==> config.mk <==
export PLATFORM = sky130hd
export DESIGN_NAME = des_round_ctrl
export DESIGN_NICKNAME = d
export VERILOG_FILES = /design/src/rtl/des_pkg.sv /design/src/rtl/des_perm64.sv /design/src/rtl/des_round_ctrl.sv
export SDC_FILE = /design/constraint.sdc
export NUM_CORES = 1
export LEC_CHECK = 0
export CAP_MARGIN = 40
export CORE_MARGIN = 3
export CORE_UTILIZATION = 40
export CTS_CLUSTER_DIAMETER = 200
export DETAILED_ROUTE_END_ITERATION = 8
export PLACE_DENSITY = 0.71
export RECOVER_POWER = 25
export SLEW_MARGIN = 15
export SYNTH_ARGS = -nofsm -noshare
export SYNTH_HDL_FRONTEND = slang
export SYNTH_HIERARCHICAL = 1
export SYNTH_SLANG_ARGS = --single-unit
==> constraint.sdc <==
create_clock -name clk -period 5.1 [get_ports clk]
set_clock_uncertainty 0.15 [all_clocks]
set_input_delay 1.02 -clock clk [delete_from_list [all_inputs] [get_ports clk]]
set_output_delay 1.02 -clock clk [all_outputs]
set_load 0.02 [all_outputs]
==> src/rtl/des_pkg.sv <==
// Shared constants and types for the iterative DES Feistel controller.
// Contents: the round count, the IP and FP bit tables and the FSM state enum.
// A table entry at index j names the 1-based DES input bit that drives output
// bit j. Output bit j is bit (64 - j) in DES numbering, so the first entry
// written below is DES output bit 1.
package des_pkg;

  localparam int unsigned DES_ROUNDS = 16;

  typedef logic [63:0][6:0] perm_table_t;

  localparam perm_table_t IP_TABLE = {
    7'd58, 7'd50, 7'd42, 7'd34, 7'd26, 7'd18, 7'd10, 7'd2,
    7'd60, 7'd52, 7'd44, 7'd36, 7'd28, 7'd20, 7'd12, 7'd4,
    7'd62, 7'd54, 7'd46, 7'd38, 7'd30, 7'd22, 7'd14, 7'd6,
    7'd64, 7'd56, 7'd48, 7'd40, 7'd32, 7'd24, 7'd16, 7'd8,
    7'd57, 7'd49, 7'd41, 7'd33, 7'd25, 7'd17, 7'd9,  7'd1,
    7'd59, 7'd51, 7'd43, 7'd35, 7'd27, 7'd19, 7'd11, 7'd3,
    7'd61, 7'd53, 7'd45, 7'd37, 7'd29, 7'd21, 7'd13, 7'd5,
    7'd63, 7'd55, 7'd47, 7'd39, 7'd31, 7'd23, 7'd15, 7'd7
  };

  localparam perm_table_t FP_TABLE = {
    7'd40, 7'd8, 7'd48, 7'd16, 7'd56, 7'd24, 7'd64, 7'd32,
    7'd39, 7'd7, 7'd47, 7'd15, 7'd55, 7'd23, 7'd63, 7'd31,
    7'd38, 7'd6, 7'd46, 7'd14, 7'd54, 7'd22, 7'd62, 7'd30,
    7'd37, 7'd5, 7'd45, 7'd13, 7'd53, 7'd21, 7'd61, 7'd29,
    7'd36, 7'd4, 7'd44, 7'd12, 7'd52, 7'd20, 7'd60, 7'd28,
    7'd35, 7'd3, 7'd43, 7'd11, 7'd51, 7'd19, 7'd59, 7'd27,
    7'd34, 7'd2, 7'd42, 7'd10, 7'd50, 7'd18, 7'd58, 7'd26,
    7'd33, 7'd1, 7'd41, 7'd9,  7'd49, 7'd17, 7'd57, 7'd25
  };

  typedef enum logic [1:0] {
    ST_IDLE = 2'd0,
    ST_RUN  = 2'd1,
    ST_DONE = 2'd2
  } state_e;

endpackage

==> src/rtl/des_perm64.sv <==
// Purely combinational 64-bit bit permutation driven by a DES-style table.
// Ports:
//   src   - 64-bit input word (DES bit 1 = src[63])
//   dst_c - permuted word, combinational
module des_perm64
  import des_pkg::*;
#(
  parameter perm_table_t TABLE = IP_TABLE
) (
  input  logic [63:0] src,
  output logic [63:0] dst_c
);

  // Each output bit is a constant wire from one input bit.
  for (genvar j = 0; j < 64; j++) begin : g_bit
    localparam logic [5:0] SRC_BIT = 6'(64 - int'(TABLE[j]));
    assign dst_c[j] = src[SRC_BIT];
  end

endmodule

==> src/rtl/des_round_ctrl.sv <==
// Iterative DES Feistel controller placed after a registered round function.
// It accepts a block, applies IP, and runs 16 rounds. Each round waits
// F_LATENCY cycles for f_in, folds f_in into L and swaps the halves. At the
// end it applies FP and holds the result on a valid/ready output.
// Ports:
//   clk, rst                   - clock, async active-high reset
//   in_valid/in_ready/in_dat   - input block handshake
//   in_decrypt                 - direction flag, latched on accept
//   r_dat, key_round           - right half and round index to round function / key schedule
//   key_decrypt                - latched direction flag for the key schedule
//   f_in                       - f-value returned by the round function
//   out_valid/out_ready/out_dat- result handshake
//   busy                       - high whenever not idle
// F_LATENCY is legal in 1..3. The wait counter is 2 bits wide.
module des_round_ctrl
  import des_pkg::*;
#(
  parameter int unsigned F_LATENCY = 1
) (
  input  logic        clk,
  input  logic        rst,
  input  logic        in_valid,
  output logic        in_ready,
  input  logic [63:0] in_dat,
  input  logic        in_decrypt,
  output logic [31:0] r_dat,
  output logic [3:0]  key_round,
  output logic        key_decrypt,
  input  logic [31:0] f_in,
  output logic        out_valid,
  input  logic        out_ready,
  output logic [63:0] out_dat,
  output logic        busy
);

  localparam logic [1:0] WAIT_LAST  = 2'(F_LATENCY);
  localparam logic [3:0] ROUND_LAST = 4'(DES_ROUNDS - 1);

  state_e      state_q, state_d;
  logic [31:0] l_q, l_d, r_d;
  logic [3:0]  round_d;
  logic [1:0]  wait_q, wait_d;
  logic        dec_d;
  logic [63:0] out_dat_d;
  logic        out_valid_d;
  logic        in_ready_d;
  logic        busy_d;

  logic [63:0] ip_c;
  logic [63:0] fp_c;
  logic [31:0] r_new_c;

  // New right half for the round that completes this cycle.
  assign r_new_c = l_q ^ f_in;

  des_perm64 #(.TABLE(IP_TABLE)) u_ip (
    .src   (in_dat),
    .dst_c (ip_c)
  );

  // FP sees {R16, L16}. This undoes the swap of the last round.
  des_perm64 #(.TABLE(FP_TABLE)) u_fp (
    .src   ({r_new_c, r_dat}),
    .dst_c (fp_c)
  );

  // State and datapath registers. r_dat is the R half register itself.
  always_ff @(posedge clk or posedge rst) begin
    if (rst) begin
      state_q     <= ST_IDLE;
      l_q         <= '0;
      r_dat       <= '0;
      key_round   <= '0;
      wait_q      <= '0;
      key_decrypt <= 1'b0;
      out_dat     <= '0;
      out_valid   <= 1'b0;
      in_ready    <= 1'b1;
      busy        <= 1'b0;
    end else begin
      state_q     <= state_d;
      l_q         <= l_d;
      r_dat       <= r_d;
      key_round   <= round_d;
      wait_q      <= wait_d;
      key_decrypt <= dec_d;
      out_dat     <= out_dat_d;
      out_valid   <= out_valid_d;
      in_ready    <= in_ready_d;
      busy        <= busy_d;
    end
  end

  // Next-state and next-value logic.
  always_comb begin
    state_d     = state_q;
    l_d         = l_q;
    r_d         = r_dat;
    round_d     = key_round;
    wait_d      = wait_q;
    dec_d       = key_decrypt;
    out_dat_d   = out_dat;
    out_valid_d = out_valid;

    unique case (state_q)
      ST_IDLE: begin
        if (in_valid && in_ready) begin
          l_d     = ip_c[63:32];
          r_d     = ip_c[31:0];
          dec_d   = in_decrypt;
          round_d = '0;
          wait_d  = '0;
          state_d = ST_RUN;
        end
      end
      ST_RUN: begin
        if (wait_q == WAIT_LAST) begin
          l_d    = r_dat;
          r_d    = r_new_c;
          wait_d = '0;
          if (key_round == ROUND_LAST) begin
            out_dat_d   = fp_c;
            out_valid_d = 1'b1;
            state_d     = ST_DONE;
          end else begin
            round_d = key_round + 4'd1;
          end
        end else begin
          wait_d = wait_q + 2'd1;
        end
      end
      ST_DONE: begin
        if (out_ready) begin
          out_valid_d = 1'b0;
          state_d     = ST_IDLE;
        end
      end
      default: state_d = ST_IDLE;
    endcase

    in_ready_d = (state_d == ST_IDLE);
    busy_d     = (state_d != ST_IDLE);
  end

endmodule

==> qor.log <==
INFO  status         status=complete, but fails checks
INFO  status         violations=max-capacitance violations, max-slew violations
INFO  synthesis      synth_simple_gate_area_share=7.81%
INFO  cts            clockBufferDepth=2
INFO  synthesis      post_synth_mux_area_share=20.1%
INFO  cts            cts_num_sinks=140
INFO  setup_path     crit_buf_inv=2
INFO  floorplanning  floorplan.die_area=20,100um^2
INFO  global_routing grt_first_pass_wirelength=27,300um
INFO  timing         worst_tran_pin_value=2.22ns
INFO  synthesis      main_combinational_cell_family_by_area_after_synthesis=multiplexers
INFO  route          post-route-drc-count=0
INFO  timing         maxSlewViolCount=48
INFO  timing         timing.final.crit_period=3.06ns
INFO  timing         timing.fmax=327MHz
INFO  timing         finalHoldViolCount=0
INFO  setup_path     cpLargestDelayFamily=buffers and inverters
INFO  finish         syn_to_final_growth=24.5%
INFO  timing         post_route_worst_setup_slack=2.04ns
INFO  synthesis      post_syn_area=7380um^2
INFO  timing         post-route-period-util=60.0%
INFO  synthesis      yosysUniqueCellTypes=40
INFO  cts            cts_buf_count=17
INFO  route          drt-total-wl=16,700um
INFO  placed_design  buffer_ports.inserted=204
INFO  placed_design  dp.final_hpwl=11,600um
INFO  setup_path     criticalPathCategory=input pin to flip-flop
INFO  hold_path      min-delay-path-class=flip-flop to flip-flop
INFO  power          static_leakage=4.06nW
INFO  power          power.density=570nW/um^2
INFO  finish         final_layout_size_suffix_gt1_share=17.7%
INFO  timing         setup_violations=0
INFO  route          dr_total_vias=4,736
INFO  cts            cts.repair_timing.setup_buffer_count=0
INFO  floorplanning  die_x=142um
INFO  floorplanning  io_pins=205
INFO  setup_path     critical_path.max_stage_delay=0.60ns
INFO  synthesis      synth-seq-cells=140
INFO  route          final_antenna_net_count=0
INFO  finish         layout_commonest_cell=sky130_fd_sc_hd__clkdlybuf4s50_1
INFO  floorplanning  floorplan.die.height=142um
INFO  cts            cts.hold.buffers_added=0
INFO  timing         totalNegativeSetupSlack=0ns
INFO  setup_path     crit_path_cell_trace=dlygate4sd3_1, nand4bb_1, nand2_2, buf_4, mux2_2
INFO  placed_design  gpl.final_weighted_congestion=0.791
INFO  power          max-vdd-ir-drop=269uV
INFO  cts            cts_tree=built
INFO  placed_design  placed_cell_areas=8620um^2
INFO  finish         antennaDiodeCount=0
INFO  route          viasPerCell=5.00
INFO  setup_path     critPathCaptureType=flip-flop
INFO  finish         finish.net_count=809
INFO  setup_path     worstPathArrival=3.20ns
INFO  floorplanning  core_area=18,000um^2
INFO  setup_path     critical_path_fanouts_max=64
INFO  synthesis      synth_fp_nets=738
INFO  synthesis      synth_warn=6
INFO  route          detailedRoute.firstIterationViolations=231
INFO  timing         setup_repair_after_global_routing_missed_its_margin=false
INFO  timing         max-slew-margin-rel=-49.1%
INFO  cts            postCtsResizedCells=0
INFO  placed_design  placed_cells_incl_taps=916
INFO  floorplanning  std_cell_rows=49
INFO  route          dr.pass1.iters=4
INFO  run            timing.max_cap.violations=1
INFO  cts            clockRootBuffer=sky130_fd_sc_hd__clkbuf_16
INFO  finish         layout.cells.non_filler=948
INFO  cts            cts.clk_slew.worst_paths=0.06ns
INFO  finish         leading_cell_types_in_the_layout_fill_and_taps_excluded=201 x sky130_fd_sc_hd__clkdlybuf4s50_1, 139 x sky130_fd_sc_hd__dfrtp_1, 73 x sky130_fd_sc_hd__mux2_2
INFO  synthesis      ys_seq_area_share=47.5%
INFO  floorplanning  floorplan.initialDensity=40.9%
INFO  cts            clk-insertion-delay-late=0.42ns
INFO  global_routing grt_use_total=17.0%
INFO  synthesis      synth.avg_cell_area=11.6um^2
INFO  global_routing first_global_vias=5,078
INFO  synthesis      synth_compound_area_share=4.00%
INFO  setup_path     rrSetupSlack=2.11ns
INFO  setup_path     slowest_stage=sky130_fd_sc_hd__buf_4
INFO  global_routing globalRoute.totalOverflow=0
INFO  global_routing grt_antenna_before_repair=0
INFO  route          avgRoutedWirePerCell=17.7um
INFO  global_routing grt_max_degree=94
INFO  setup_path     crit_path_start_kind=input pin
INFO  cts            cts_max_level=4
INFO  placed_design  pre_cts_slack=1.72ns
INFO  finish         post-route-cell-area=9190um^2
INFO  synthesis      synth-adder-area-share=0.170%
INFO  synthesis      synth_xor_xnor_area_share=3.80%
INFO  setup_path     critical_path_required=5.24ns
INFO  synthesis      netlist_instances=636
metal layers:
layer / vias to the layer above / global-route usage [%] / part of all wire [%]
met1: 2354 / 22.0 / 43
met4: 0 / 4.04 / 0.96
li1: 2201 / - / -
met2: 168 / 27.5 / 47
met3: 13 / 6.20 / 8.6
met5: - / 0 / 0
flip-flops by register name (all words and copies together) (netlist names):
register     flops
in_ready         1
r_dat           32
wait_q           2
busy             1
state_q          2
key_round        4
out_valid        1
out_dat         64
l_q             32
key_decrypt      1
worst reg2reg max path: cells and delay by family, from the launching register on:
kind	cells	cell delay (ns)
buffers and inverters	1	0.58
flip-flops	1	0.65
multiplexers	2	0.69
AND/OR/NAND/NOR	1	0.80
metrics by stage:
stage / power, mW / hold slack (ns) / util (%)
4_1_cts: 5.30 / 0.333 / 50.8
3_3_place_gp: 4.04 / 0.317 / 47.7
2_1_floorplan: 3.68 / 0.337 / -
5_1_grt: 5.59 / 0.348 / 51.0
3_5_place_dp: 4.13 / 0.318 / 47.8
6_report: 5.24 / 0.328 / 51.0
cell families (layout without fill, tap and decap cells):
group / after synthesis / in the layout
mux: 130 / 130
compound gates: 46 / 46
fa+ha+maj: 1 / 1
simple gates: 120 / 120
flops: 140 / 140
buf+inv: 167 / 250
xor+xnor: 32 / 32
synth_stat cells:
cell                        instances  area, um^2
sky130_fd_sc_hd__buf_2             15        75.1
sky130_fd_sc_hd__nand2_1           68         255
sky130_fd_sc_hd__and3_1             1        6.26
sky130_fd_sc_hd__a31oi_1           32         200
sky130_fd_sc_hd__a31o_2             1        8.76
sky130_fd_sc_hd__xor2_1            32         280
sky130_fd_sc_hd__mux2_4             6        90.1
sky130_fd_sc_hd__nor4bb_1           2        20.0
sky130_fd_sc_hd__nand2b_4           1        13.8
sky130_fd_sc_hd__inv_1              4        15.0
sky130_fd_sc_hd__o22a_1             1        8.76
sky130_fd_sc_hd__o22ai_1            1        6.26
sky130_fd_sc_hd__ha_1               1        12.5
sky130_fd_sc_hd__nand4bb_1          2        22.5
sky130_fd_sc_hd__nand3_1            2        10.0
sky130_fd_sc_hd__or3b_2             1        8.76
sky130_fd_sc_hd__nor2_1             2        7.51
sky130_fd_sc_hd__a21oi_1            3        15.0
sky130_fd_sc_hd__a21o_1             1        7.51
sky130_fd_sc_hd__a2bb2oi_1          1        8.76
sky130_fd_sc_hd__mux2_2            73         822
sky130_fd_sc_hd__o21a_1             1        7.51
sky130_fd_sc_hd__nor2b_4            1        13.8
sky130_fd_sc_hd__o211ai_1           2        15.0
sky130_fd_sc_hd__mux2i_1            2        20.0
sky130_fd_sc_hd__and4_1             1        8.76
sky130_fd_sc_hd__mux2_1            49         552
sky130_fd_sc_hd__o21ai_0            2        10.0
sky130_fd_sc_hd__buf_4            135        1010
sky130_fd_sc_hd__clkbuf_1           3        11.3
sky130_fd_sc_hd__a21boi_0           1        7.51
sky130_fd_sc_hd__nand2b_1           2        12.5
sky130_fd_sc_hd__nand3b_1           1        7.51
sky130_fd_sc_hd__nand2_2            1        6.26
sky130_fd_sc_hd__dfrtp_1          139        3480
sky130_fd_sc_hd__nor3_1            33         165
sky130_fd_sc_hd__buf_6             10         113
sky130_fd_sc_hd__and3b_1            1        8.76
sky130_fd_sc_hd__nor3_2             1        10.0
sky130_fd_sc_hd__dfstp_2            1        26.3
worst paths after layout:
check                      cells past startpoint   startpoint     endpoint
hold reg to reg                                2  key_decrypt  key_decrypt
hold / removal                                 2  key_decrypt  key_decrypt
setup reg to reg                               4   state_q[0]    r_dat[13]
max in group asynchronous                      3          rst  out_dat[44]
min in group asynchronous                      2          rst  out_dat[16]
setup / recovery                               5     in_valid    r_dat[13]
cell type report:
cell class,instances,area (um^2)
well taps,229,287
clock inverters,5,33.8
flip-flops and latches,140,3500
clock buffers,26,509
inverters,4,16.3
repair buffers,215,2150
multi-input cells,329,2690
fillers,1576,8840
where the power goes:
group / internal [mW] / leakage (nW) / switching, mW
Clock: 0.683 / 0.262 / 0.459
Combinational: 1.18 / 2.03 / 1.11
Sequential: 1.49 / 1.77 / 0.315
No activity file was read; power rests on OpenSTA's default activity.
